==> src/rtl/bp_cacc_io_bridge.sv <==
// Uncached I/O command front-end for the accelerator CSR file: 2-entry command FIFO, address
// decode, one CSR access at a time. Optional error counter: define BP_CACC_IO_BRIDGE_ERRCNT_EN.
module bp_cacc_io_bridge #(
  parameter int unsigned addr_width_p    = 20,
  parameter int unsigned data_width_p    = 64,
  parameter int unsigned payload_width_p = 16,
  parameter int unsigned num_regs_p      = 9
) (
  input  logic                       clk_i,
  input  logic                       reset_n_i,
  input  logic                       io_cmd_v_i,
  output logic                       io_cmd_ready_o,
  input  logic [3:0]                 io_cmd_msg_type_i,
  input  logic [addr_width_p-1:0]    io_cmd_addr_i,
  input  logic [2:0]                 io_cmd_size_i,
  input  logic [payload_width_p-1:0] io_cmd_payload_i,
  input  logic [data_width_p-1:0]    io_cmd_data_i,
  output logic                       io_resp_v_o,
  input  logic                       io_resp_yumi_i,
  output logic [3:0]                 io_resp_msg_type_o,
  output logic [addr_width_p-1:0]    io_resp_addr_o,
  output logic [2:0]                 io_resp_size_o,
  output logic [payload_width_p-1:0] io_resp_payload_o,
  output logic [data_width_p-1:0]    io_resp_data_o,
  output logic                       csr_w_v_o,
  output logic                       csr_r_v_o,
  output logic [3:0]                 csr_idx_o,
  output logic [data_width_p-1:0]    csr_wdata_o,
  input  logic                       csr_ready_i,
  input  logic                       csr_rdata_v_i,
  input  logic [data_width_p-1:0]    csr_rdata_i,
  input  logic                       busy_i,
  output logic                       start_o
);

  localparam logic [3:0] MsgUcRd   = 4'd2;
  localparam logic [3:0] MsgUcWr   = 4'd3;
  localparam logic [3:0] StartIdx  = 4'd3;
  localparam logic [3:0] StatusIdx = 4'd4;
  localparam logic [4:0] NumRegs   = 5'(num_regs_p);
`ifdef BP_CACC_IO_BRIDGE_ERRCNT_EN
  localparam logic [3:0] CntIdx    = 4'(num_regs_p);
`endif

  typedef struct packed {
    logic [3:0]                 msg_type;
    logic [addr_width_p-1:0]    addr;
    logic [2:0]                 size;
    logic [payload_width_p-1:0] payload;
    logic [data_width_p-1:0]    data;
  } entry_t;

  typedef enum logic [1:0] {StIdle, StIssue, StWaitRd, StResp} state_e;

  entry_t cmd_entry, head, cur_q;
  entry_t mem_q [2];
  logic   wptr_q, rptr_q;
  logic [1:0] cnt_q;
  logic   full, enq, pop;

  state_e state_q;
  logic [data_width_p-1:0] rdata_q;
  logic   csr_w_v_q, csr_r_v_q, resp_v_q, start_q, start_arm_q;

  logic [3:0] head_idx;
  logic   head_rd, head_wr, head_cnt, head_err, head_drop;

  assign cmd_entry = '{msg_type: io_cmd_msg_type_i, addr: io_cmd_addr_i, size: io_cmd_size_i,
                       payload: io_cmd_payload_i, data: io_cmd_data_i};

  // No bypass: a full FIFO refuses even when the head is leaving this cycle.
  assign full           = (cnt_q == 2'd2);
  assign io_cmd_ready_o = ~full;
  assign enq            = io_cmd_v_i & ~full;
  assign pop            = (state_q == StIdle) && (cnt_q != 2'd0);
  assign head           = mem_q[rptr_q];

  always_ff @(posedge clk_i) begin
    if (!reset_n_i) begin
      wptr_q <= 1'b0;
      rptr_q <= 1'b0;
      cnt_q  <= 2'd0;
    end else begin
      if (enq) wptr_q <= ~wptr_q;
      if (pop) rptr_q <= ~rptr_q;
      cnt_q <= cnt_q + {1'b0, enq} - {1'b0, pop};
    end
  end

  always_ff @(posedge clk_i) begin
    if (enq) mem_q[wptr_q] <= cmd_entry;
  end

  always_comb begin
    head_idx = head.addr[9:6];
    head_rd  = (head.msg_type == MsgUcRd);
    head_wr  = (head.msg_type == MsgUcWr);
`ifdef BP_CACC_IO_BRIDGE_ERRCNT_EN
    head_cnt = (head_idx == CntIdx) && (head.addr[5:0] == 6'd0) && (head_rd || head_wr);
`else
    head_cnt = 1'b0;
`endif
    head_err  = (head.addr[5:0] != 6'd0) || !(head_rd || head_wr) ||
                (({1'b0, head_idx} >= NumRegs) && !head_cnt);
    head_drop = head_wr && !head_err && !head_cnt && (busy_i || (head_idx == StatusIdx));
  end

`ifdef BP_CACC_IO_BRIDGE_ERRCNT_EN
  logic [15:0] errcnt_q;

  always_ff @(posedge clk_i) begin
    if (!reset_n_i) begin
      errcnt_q <= 16'd0;
    end else if (pop) begin
      if (head_err || head_drop) begin
        if (errcnt_q != 16'hffff) errcnt_q <= errcnt_q + 16'd1;
      end else if (head_cnt && head_wr) begin
        errcnt_q <= 16'd0;
      end
    end
  end
`endif

  always_ff @(posedge clk_i) begin
    if (!reset_n_i) begin
      state_q     <= StIdle;
      cur_q       <= '0;
      rdata_q     <= '0;
      csr_w_v_q   <= 1'b0;
      csr_r_v_q   <= 1'b0;
      resp_v_q    <= 1'b0;
      start_q     <= 1'b0;
      start_arm_q <= 1'b0;
    end else begin
      start_q <= 1'b0;
      unique case (state_q)
        StIdle: begin
          if (pop) begin
            cur_q   <= head;
            rdata_q <= '0;
            if (head_err || head_drop) begin
              state_q  <= StResp;
              resp_v_q <= 1'b1;
            end
`ifdef BP_CACC_IO_BRIDGE_ERRCNT_EN
            else if (head_cnt) begin
              state_q  <= StResp;
              resp_v_q <= 1'b1;
              if (head_rd) rdata_q <= data_width_p'(errcnt_q);
            end
`endif
            else begin
              state_q     <= StIssue;
              csr_w_v_q   <= head_wr;
              csr_r_v_q   <= head_rd;
              start_arm_q <= head_wr && (head_idx == StartIdx) && (head.data != '0);
            end
          end
        end
        StIssue: begin
          if (csr_ready_i) begin
            csr_w_v_q <= 1'b0;
            csr_r_v_q <= 1'b0;
            if (csr_w_v_q) begin
              state_q  <= StResp;
              resp_v_q <= 1'b1;
              start_q  <= start_arm_q;
            end else begin
              state_q <= StWaitRd;
            end
          end
        end
        StWaitRd: begin
          if (csr_rdata_v_i) begin
            rdata_q  <= csr_rdata_i;
            state_q  <= StResp;
            resp_v_q <= 1'b1;
          end
        end
        StResp: begin
          if (io_resp_yumi_i) begin
            resp_v_q <= 1'b0;
            state_q  <= StIdle;
          end
        end
        default: state_q <= StIdle;
      endcase
    end
  end

  assign io_resp_v_o        = resp_v_q;
  assign io_resp_msg_type_o = cur_q.msg_type;
  assign io_resp_addr_o     = cur_q.addr;
  assign io_resp_size_o     = cur_q.size;
  assign io_resp_payload_o  = cur_q.payload;
  assign io_resp_data_o     = rdata_q;
  assign csr_w_v_o          = csr_w_v_q;
  assign csr_r_v_o          = csr_r_v_q;
  assign csr_idx_o          = cur_q.addr[9:6];
  assign csr_wdata_o        = cur_q.data;
  assign start_o            = start_q;

endmodule
==> config.mk <==
export PLATFORM = sky130hd
export DESIGN_NAME = bp_cacc_io_bridge
export DESIGN_NICKNAME = d
export VERILOG_FILES = /design/src/rtl/bp_cacc_io_bridge.sv
export SDC_FILE = /design/constraint.sdc
export NUM_CORES = 1
export LEC_CHECK = 0
export BUFFER_PORTS_ARGS = -buffer_cell sky130_fd_sc_hd__buf_2
export CAP_MARGIN = 5
export CORE_AREA = 2 2 176 178
export DETAILED_ROUTE_END_ITERATION = 10
export DIE_AREA = 0 0 178 180
export PLACE_DENSITY = 0.69
export SLEW_MARGIN = 20
export SYNTH_ARGS = -nofsm -noshare
export SYNTH_HDL_FRONTEND = slang
export SYNTH_SLANG_ARGS = --single-unit
==> constraint.sdc <==
create_clock -name clk_i -period 9.6 [get_ports clk_i]
set_input_delay 1.44 -clock clk_i [delete_from_list [all_inputs] [get_ports clk_i]]
set_output_delay 1.44 -clock clk_i [all_outputs]
set_load 0.05 [all_outputs]
Yosys cells after proc, flatten, opt, wreduce, memory -nomap -nowiden

Memories as Yosys holds them, arrays and structs flattened. A register that Yosys moved wholly into a read port is not among the register bits.
Cells that the tools add are included.

Flip-flop bits (word level): 182
Latch bits: 0
Memory bits (writable): 214
Memory bits (read-only): 0
Bits of input ports: 178
Output and inout bits: 180
Word-level logic and storage cells: 92
Memories kept: 1

Add/sub/neg operators: 2
Multiply operators: 0
Divide/modulo/power cells: 0
Magnitude comparators: 1
Equal/unequal tests: 15
Shift operators: 0
Multiplexer cells: 28
Bitwise logic cells: 5
Reductions and logical operators: 25

Memories:

| memory | depth | width | rd ports | clocked after Yosys merged registers in | write ports | RTL line | source |
|---|---|---|---|---|---|---|---|
| mem_q  | 2     | 107   | 1        | 1                                       | 1           | 56       | `entry_t mem_q [2];` |

Operators with widths:

| operator                                      | count |
|---|---|
| 2-to-1 mux 64 bit                             | 2 |
| one-hot mux 64 bit (2 select lines)           | 1 |
| nonzero test 64 bit                           | 1 |
| 2-to-1 mux 1 bit                              | 16 |
| == test 4 x 2 -> 1 bit, second input constant | 3 |
| inequality test 2 bit, second input constant  | 6 |
| AND reduction 4 bit                           | 3 |
| 2-to-1 mux 2 bit                              | 5 |
| one-hot mux 2 bit (4 select lines)            | 1 |
| == test 2 bit, second input constant          | 3 |
| AND reduction 3 bit                           | 2 |
| AND reduction 6 bit                           | 1 |
| nonzero test 2 bit                            | 3 |
| nonzero test 6 bit                            | 1 |
| logical AND 1 bit                             | 5 |
| logical OR 1 bit                              | 5 |
| == test 4 x 3 -> 1 bit, second input constant | 1 |
| >= comparator 4 bit, second input constant    | 1 |
| inverter 1 bit                                | 4 |
| one-hot mux 1 bit (2 select lines)            | 2 |
| one-hot mux 1 bit (4 select lines)            | 1 |
| adder 2 x 1 -> 2 bit                          | 1 |
| == test 2 x 1 -> 1 bit, second input constant | 1 |
| zero test 1 bit                               | 2 |
| 5 further kinds                               | 5 |

Logic depth before layout (Yosys ltp)

Gate-level depths: netlist of the first run.

Word-level depth: 12
Mapped depth: 13
Depth with buffers taken out: 10

Worst setup path before layout of the first run

Ideal clock, no wire load.

Path kind: input -> register
From: input io_cmd_v_i
To: memory mem_q[0][0] (netlist bit) (enable)
Library setup time: 0.574 ns
Data arrival time: 6.009 ns
Required time: 9.026 ns
Path slack: 3.017 ns
Cell stages on the path: 2
Buffers on the path: 0
Cell sequence: nand2_1 -> nor2_1

Cells in the longest elaborated chain, start to end: 3

Ends and longest elaborated chain:

| item                                   | RTL line | source |
|---|---|---|
| start: declaration                     | 11       | `input logic io_cmd_v_i,` |
| AND 1 bit                              | 74       | `assign enq = io_cmd_v_i & ~full;` |
| 2-to-1 mux 1 bit                       | 91       | `if (enq) mem_q[wptr_q] <= cmd_entry;` |
| 2-to-1 mux 1 bit (not written as such) | 91       |  |
| end: declaration                       | 56       |  |

Every way passes these cells.

Worst setup path in the final report of the first run

From: register state_q[0]
To: register cur_q (netlist bit csr_wdata_o[33])

Cells in the longest elaborated chain, start to end: 3

Ends and longest elaborated chain:

| item                                     | RTL line | source |
|---|---|---|
| start: declaration                       | 61       | `state_e state_q;` |
| start signal: assignment                 | 126      | `state_q <= StIdle;` |
| start signal: assignment                 | 142      | `state_q <= StResp;` |
| start signal: assignment                 | 153      | `state_q <= StIssue;` |
| zero test 2 bit (*)                      | 75, 136  |  |
| logical AND 1 bit                        | 75       | `assign pop = (state_q == StIdle) && (cnt_q != 2'd0);` |
| AND reduction 2 bit (no source line) (*) | n/a      |  |
| end signal: assignment                   | 127      | `cur_q <= '0;` |
| end signal: assignment                   | 139      | `cur_q <= head;` |
| end: declaration                         | 55       | `entry_t cmd_entry, head, cur_q;` |

Every way passes the cells marked *; elsewhere a longest branch is shown, timed or not.
A chain may end at the register's enable or synchronous reset.

==> run metrics, run 1 <==
status=finished clean; share of cells above drive strength 1=31.29%; # rows=64; final worst-path cycle share=32.45%; Slew headroom=35.75%; I/O Buffers=357; CTS hold repair buffers=0; syn nets=1,236; grt ovf=0; Die X=178 um; crit path DAT=3.53 ns; Max H-tree Level=2; fin crit period=3.115 ns; Hold Crit Class=reg2reg; Routed WL per cell=18.42 um; smallest hold slack=0.4443 ns; fill count=2,463; Hold Crit Depth=2; synthesized cell area=14,270 um^2; Tot GR Track Use=20.37%; # DRC=0; # setup viols final=0; total setup buffers inserted after CTS=0; # IOs=358; Area growth syn-to-layout=23.56%; clock slew at reported path FFs=0.06 ns; DR iter-0 viols=561; R2R cell count=7; DR vias=9,578; multi-input logic area=3856 um^2; final hold violation count=0; Die Y=180 um; Initial Utilization=47.28%; critical path startpoint category=register; Vias/cell=5.266; unrepaired setup endpoints after global routing=false; syn_area_per_cell=13.57 um^2; drt pass-1 iters=7; Async SR Flop Fraction=0%; Worst Skew=0.01721 ns; ys flop type=edfxtp_1; CP Class=reg2reg; dpl cells=1,739; pwr/cell area=347.1 nW/um^2; first-pass GRT wire length=50,470 um; # clock sinks=397; leak pwr=0.006814 uW; Worst-Margin Slew=0.9637 ns; Crit. End Element=register; largest area contributor in the netlist=edfxtp_1; Post-Synthesis Cells=1,052; max-cap viol count=0; most frequent cells after synthesis=edfxtp_1 (214), dfxtp_1 (183), nor2_1 (180), mux2i_1 (107), a211oi_1 (106); clk_lat worst skew=0.52 ns; sequential cell area=10,090 um^2; Resized cells post-CTS=0; Max rail drop VDD=231.1 uV; vias in the first global route=9,399; Synth top area share=45.02%; Std-Cell Core Area=30,190 um^2; library cells used by synthesis=45; fin util=58.42%; GPL Wtd Cong=0.8037; largest fanout on the critical path=135; Worst EP required=10.02 ns; Fin Setup TNS=0 ns; yosys warns=0; Die Area=32,040 um^2; initial antenna violation count=11; largest net degree at the start of global routing=136; fin cells=1,819; DRT Wirelength=33,510 um; most instantiated library cell after synthesis=edfxtp_1; DP Wirelength=23,020 um; flop and latch count out of synthesis=397; Max Clk Rate=321.0 MHz; sequential area share after synthesis=70.69%; clock tree buffer depth=3; nets=1,569; ANT nets after route=0; CTS tree=built; root buf cell=clkbuf_16; Synth area leaders=edfxtp_1 (45%), dfxtp_1 (26%), mux2i_1 (7.5%), a211oi_1 (5.6%), nor2_1 (4.7%); Num CTS Buffers=40; EDFF count, synth=214; Slew Viols, Final=0
## state kept, by name, summed over array words and instances, names as in the netlist, named ones only
register,cells
cnt_q,2
csr_r_v_o,1
csr_w_v_o,1
csr_wdata_o,64
io_resp_addr_o,20
io_resp_data_o,64
io_resp_msg_type_o,4
io_resp_payload_o,16
io_resp_size_o,3
io_resp_v_o,1
mem_q,214
rptr_q,1
start_arm_q,1
start_o,1
state_q,2
wptr_q,1
## critical path, stage by stage (launching register included)
cell	delay [ns]
dfxtp_1	0.33
inv_1	0.12
ha_1	0.34
o21ai_0	0.32
inv_6	0.77
buf_4	0.77
nor2_1	0.08
a211oi_1	0.27
## final timing paths
kind | startpoint | to | slack (ns)
hold / removal | start_arm_q | start_o | 0.44
hold reg to reg | start_arm_q | start_o | 0.44
setup reg to reg | state_q[0] | csr_wdata_o[33] | 6.48
setup / recovery | state_q[0] | csr_wdata_o[33] | 6.48
## final cells by class
class	instances	share of cell area [%]
sequential	397	57.23
multi-input combinational	573	21.87
tap	396	2.810
timing repair buffer	365	10.47
clock buffer	47	5.995
clock inverter	26	1.298
inverter	8	0.2270
antenna	7	0.09933
## cells by family after synthesis
family                     count (synthesis)  synth area share [%]
muxes                                    109                 7.662
AOI/OAI and AO/OA                        193                 10.09
DFF                                      397                 70.69
adders and majority gates                  6                0.5260
xor gates and xnor gates                   4                0.2455
and+or+nand+nor                          261                 8.372
buffers and inverters                     82                 2.411
## metrics by stage
stage / setup WS, ns / area, um^2 / power, uW
after floorplan: 3.017 / 14270 / 4154
after global placement: 6.003 / 16330 / 4634
after detailed placement: 6.007 / 16330 / 4673
after CTS: 6.460 / 17610 / 6179
after global routing: 6.124 / 17630 / 6448
final: 6.485 / 17640 / 6121
## per-layer routing
metal | wire length, um | vias up | global-route usage [%]
met1 | 13120 | 4515 | 23.87
li1 | - | 4653 | -
met2 | 16630 | 324 | 35.22
met4 | 1034 | 10 | 7.639
met3 | 2655 | 76 | 5.859
met5 | 69 | - | 0
## layout by cell type (no fill, tap or decap), types with 5 or more instances in the layout
cell type,instances
dfxtp_1,182
ha_1,6
nor4_1,39
buf_4,8
inv_1,6
clkinv_2,14
mux2i_1,107
edfxtp_1,214
diode_2,7
o21ai_0,5
clkbuf_16,40
nand2b_1,6
buf_2,357
nand2_1,9
nor2_1,179
a22oi_1,64
a211oi_1,106
nand4_1,9
## power by group
part | internal, uW | total (uW) | switching (uW)
Sequential | 2200 | 2410 | 214
Clock | 875 | 1500 | 627
Combinational | 573 | 2210 | 1640
Total | 3640 | 6120 | 2480
(Power assumes the default switching activity.)
==> run 2, diff against run 1 <==
--- a/config.mk
+++ b/config.mk
@@ -10,7 +10,7 @@
 export CORE_AREA = 2 2 176 178
 export DETAILED_ROUTE_END_ITERATION = 10
 export DIE_AREA = 0 0 178 180
-export PLACE_DENSITY = 0.69
+export PLACE_DENSITY = 0.72
 export SLEW_MARGIN = 20
 export SYNTH_ARGS = -nofsm -noshare
 export SYNTH_HDL_FRONTEND = slang
==> constraint.sdc (replaced) <==
create_clock -name clk_i -period 2.52 [get_ports clk_i]
set_input_delay 0.378 -clock clk_i [delete_from_list [all_inputs] [get_ports clk_i]]
set_output_delay 0.378 -clock clk_i [all_outputs]
set_load 0.05 [all_outputs]
==> run metrics, run 2 (synthesized netlist as in run 1, its figures left out) <==
status=finished clean (unchanged); worst hold start=io_cmd_data_i[27] (was start_arm_q); total setup buffers inserted after CTS=0 (unchanged); Hold Crit Depth=1 (was 2); crit path max-delay cell type=ha_1 (was inv_6); # clock sinks=397 (unchanged); Max Clk Rate=442.6 MHz (was 321.0 MHz); Worst Skew=0.01423 ns (was 0.01721 ns); dpl ws=0.3369 ns (was 6.007 ns); # setup viols final=0 (unchanged); Initial Utilization=47.28% (unchanged); leak pwr=0.006915 uW (was 0.006814 uW); Worst EP required=2.93 ns (was 10.02 ns); clock tree buffer depth=3 (unchanged); Resized cells post-CTS=0 (unchanged); Critical R2R Launch=state_q[0] (unchanged); I/O Buffers=357 (unchanged); Std-Cell Core Area=30,190 um^2 (unchanged); largest net degree at the start of global routing=133 (was 136); vias in the first global route=9,503 (was 9,399); Largest Register=mem_q (unchanged); Buf+Inv Stages, Crit Path=3 (unchanged); most frequent cells in the layout=buf_2 (357), edfxtp_1 (214), dfxtp_1 (181) (was buf_2 (357), edfxtp_1 (214), dfxtp_1 (182)); Fin Setup TNS=0 ns (unchanged); fill count=2,435 (was 2,463); initial antenna violation count=14 (was 11); Largest register FFs=214 (unchanged); Slew headroom=43.20% (was 35.75%); Cell Chain, Critical Path=inv_1, ha_1, o21ai_0, inv_6, buf_12, nor2_1, a211oi_1 (was inv_1, ha_1, o21ai_0, inv_6, buf_4, nor2_1, a211oi_1); reg2reg setup slack=0.26 ns (was 6.48 ns); DP Wirelength=24,680 um (was 23,020 um); Max rail drop VDD=833.1 uV (was 231.1 uV); Hold Crit Class=in2reg (was reg2reg); DR vias=9,641 (was 9,578); placed cell area=16,580 um^2 (was 16,330 um^2); post-route cell area=17,880 um^2 (was 17,640 um^2); Die Area=32,040 um^2 (unchanged); final worst-path cycle share=89.66% (was 32.45%); CTS hold repair buffers=0 (unchanged); Crit path largest cell delay=0.35 ns (was 0.77 ns); Worst-Margin Slew=0.8520 ns (was 0.9637 ns); GPL Wtd Cong=0.7862 (was 0.8037); Max H-tree Level=2 (unchanged); Top delay family on crit path=buffers and inverters (unchanged); DR iter-0 viols=475 (was 561); sequential cell area=10,090 um^2 (about the same); DRT Wirelength=34,760 um (was 33,510 um); largest fanout on the critical path=132 (was 135); smallest hold slack=0.05240 ns (was 0.4443 ns); # DRC=0 (unchanged); worst r2r dst=csr_wdata_o[47] (was csr_wdata_o[33]); CTS tree=built (unchanged); crit path DAT=2.67 ns (was 3.53 ns); most common cell after layout, fill and taps aside=buf_2 (unchanged); # IOs=358 (unchanged); pwr/cell area=1319 nW/um^2 (was 347.1 nW/um^2); Die Y=180 um (unchanged); fin crit period=2.259 ns (was 3.115 ns); critical path startpoint category=register (unchanged); unrepaired setup endpoints after global routing=false (unchanged); Tot GR Track Use=20.95% (was 20.37%); CP Class=reg2reg (unchanged); Die X=178 um (unchanged); Vias/cell=5.263 (was 5.266); share of cells above drive strength 1=31.67% (was 31.29%); Slew Viols, Final=0 (unchanged); drt pass-1 iters=4 (was 7); Critical Path Source=state_q[0] (unchanged); first-pass GRT wire length=52,090 um (was 50,470 um); Routed WL per cell=18.98 um (was 18.42 um); max-cap viol count=0 (unchanged); Num CTS Buffers=40 (unchanged); worst hold path endpoint=mem_q[1][27] (was start_o); clock slew at reported path FFs=0.06 ns (about the same); clk_lat worst skew=0.51 ns (was 0.52 ns); ANT nets after route=0 (unchanged); grt ovf=0 (unchanged); R2R cell count=7 (unchanged); Area growth syn-to-layout=25.25% (was 23.56%); Worst Setup Slack, final=0.2606 ns (was 6.485 ns); nets=1,582 (was 1,569); Crit. End Element=register (unchanged); # rows=64 (unchanged); multi-input logic area=3867 um^2 (was 3856 um^2); final hold violation count=0 (unchanged); root buf cell=clkbuf_16 (unchanged)
run 2: changes by cell type in the layout (fill, tap and decap cells not counted), moves of 2 or more:
| cell | change |
|---|---|
| buf_4 | +2 |
| inv_6 | -2 |
| clkinv_2 | -4 |
| clkbuf_16 | +3 |
| clkbuf_1 | +4 |
| diode_2 | +2 |
| buf_12 | +11 |
run 2: worst max-delay path by stage:
stage | to | slack, ns | cells after the start
after floorplan | mem_q[0][0] | -0.14 | 3
after global placement | cnt_q[1] | 0.40 | 10
after detailed placement | csr_wdata_o[30] | 0.34 | 7
after CTS | io_resp_addr_o[8] | 0.33 | 7
after global routing | csr_wdata_o[35] | 0.04 | 7
final | csr_wdata_o[47] | 0.26 | 7
run 2: through the flow:
stage,cells,util [%],power (uW)
after global routing,1830,59.20,24750
final,1832,59.21,23570
after CTS,1823,59.14,23770
after detailed placement,1752,54.92,18080
after global placement,1752,54.92,17900
after floorplan,1052,-,15790
run 2: area by class of cell:
cell class | count | area share, %
clock buffer | 53 | 6.341
antenna | 9 | 0.1260
inverter | 8 | 0.2240
sequential | 397 | 56.47
clock inverter | 18 | 0.7839
multi-input combinational | 573 | 21.64
tap | 396 | 2.772
timing repair buffer | 378 | 11.65
run 2: power by group:
part           internal (uW)  total, uW  leakage [uW]  switching (uW)
Combinational           2400       8800       0.00279            6410
Clock                   3370       5660      0.000628            2300
Sequential              8350       9110       0.00350             752
run 2: layer usage:
| layer | share of wire (%) | vias up | global-route usage, % |
|---|---|---|---|
| met2 | 52 | 317 | 38.37 |
| met4 | 1.9 | 10 | 5.934 |
| li1 | - | 4701 | - |
| met5 | 0.20 | - | 0 |
| met3 | 7.6 | 47 | 5.901 |
| met1 | 38 | 4566 | 23.50 |
run 2: worst reg2reg max path: cells and delay by family, from the launching register on:
family	cells	cell delay (ns)
AO/OA/AOI/OAI	2	0.55
buffers and inverters	3	0.64
adder cells (fa/ha/maj)	1	0.35
flip-flops	1	0.33
AND/OR/NAND/NOR	1	0.31
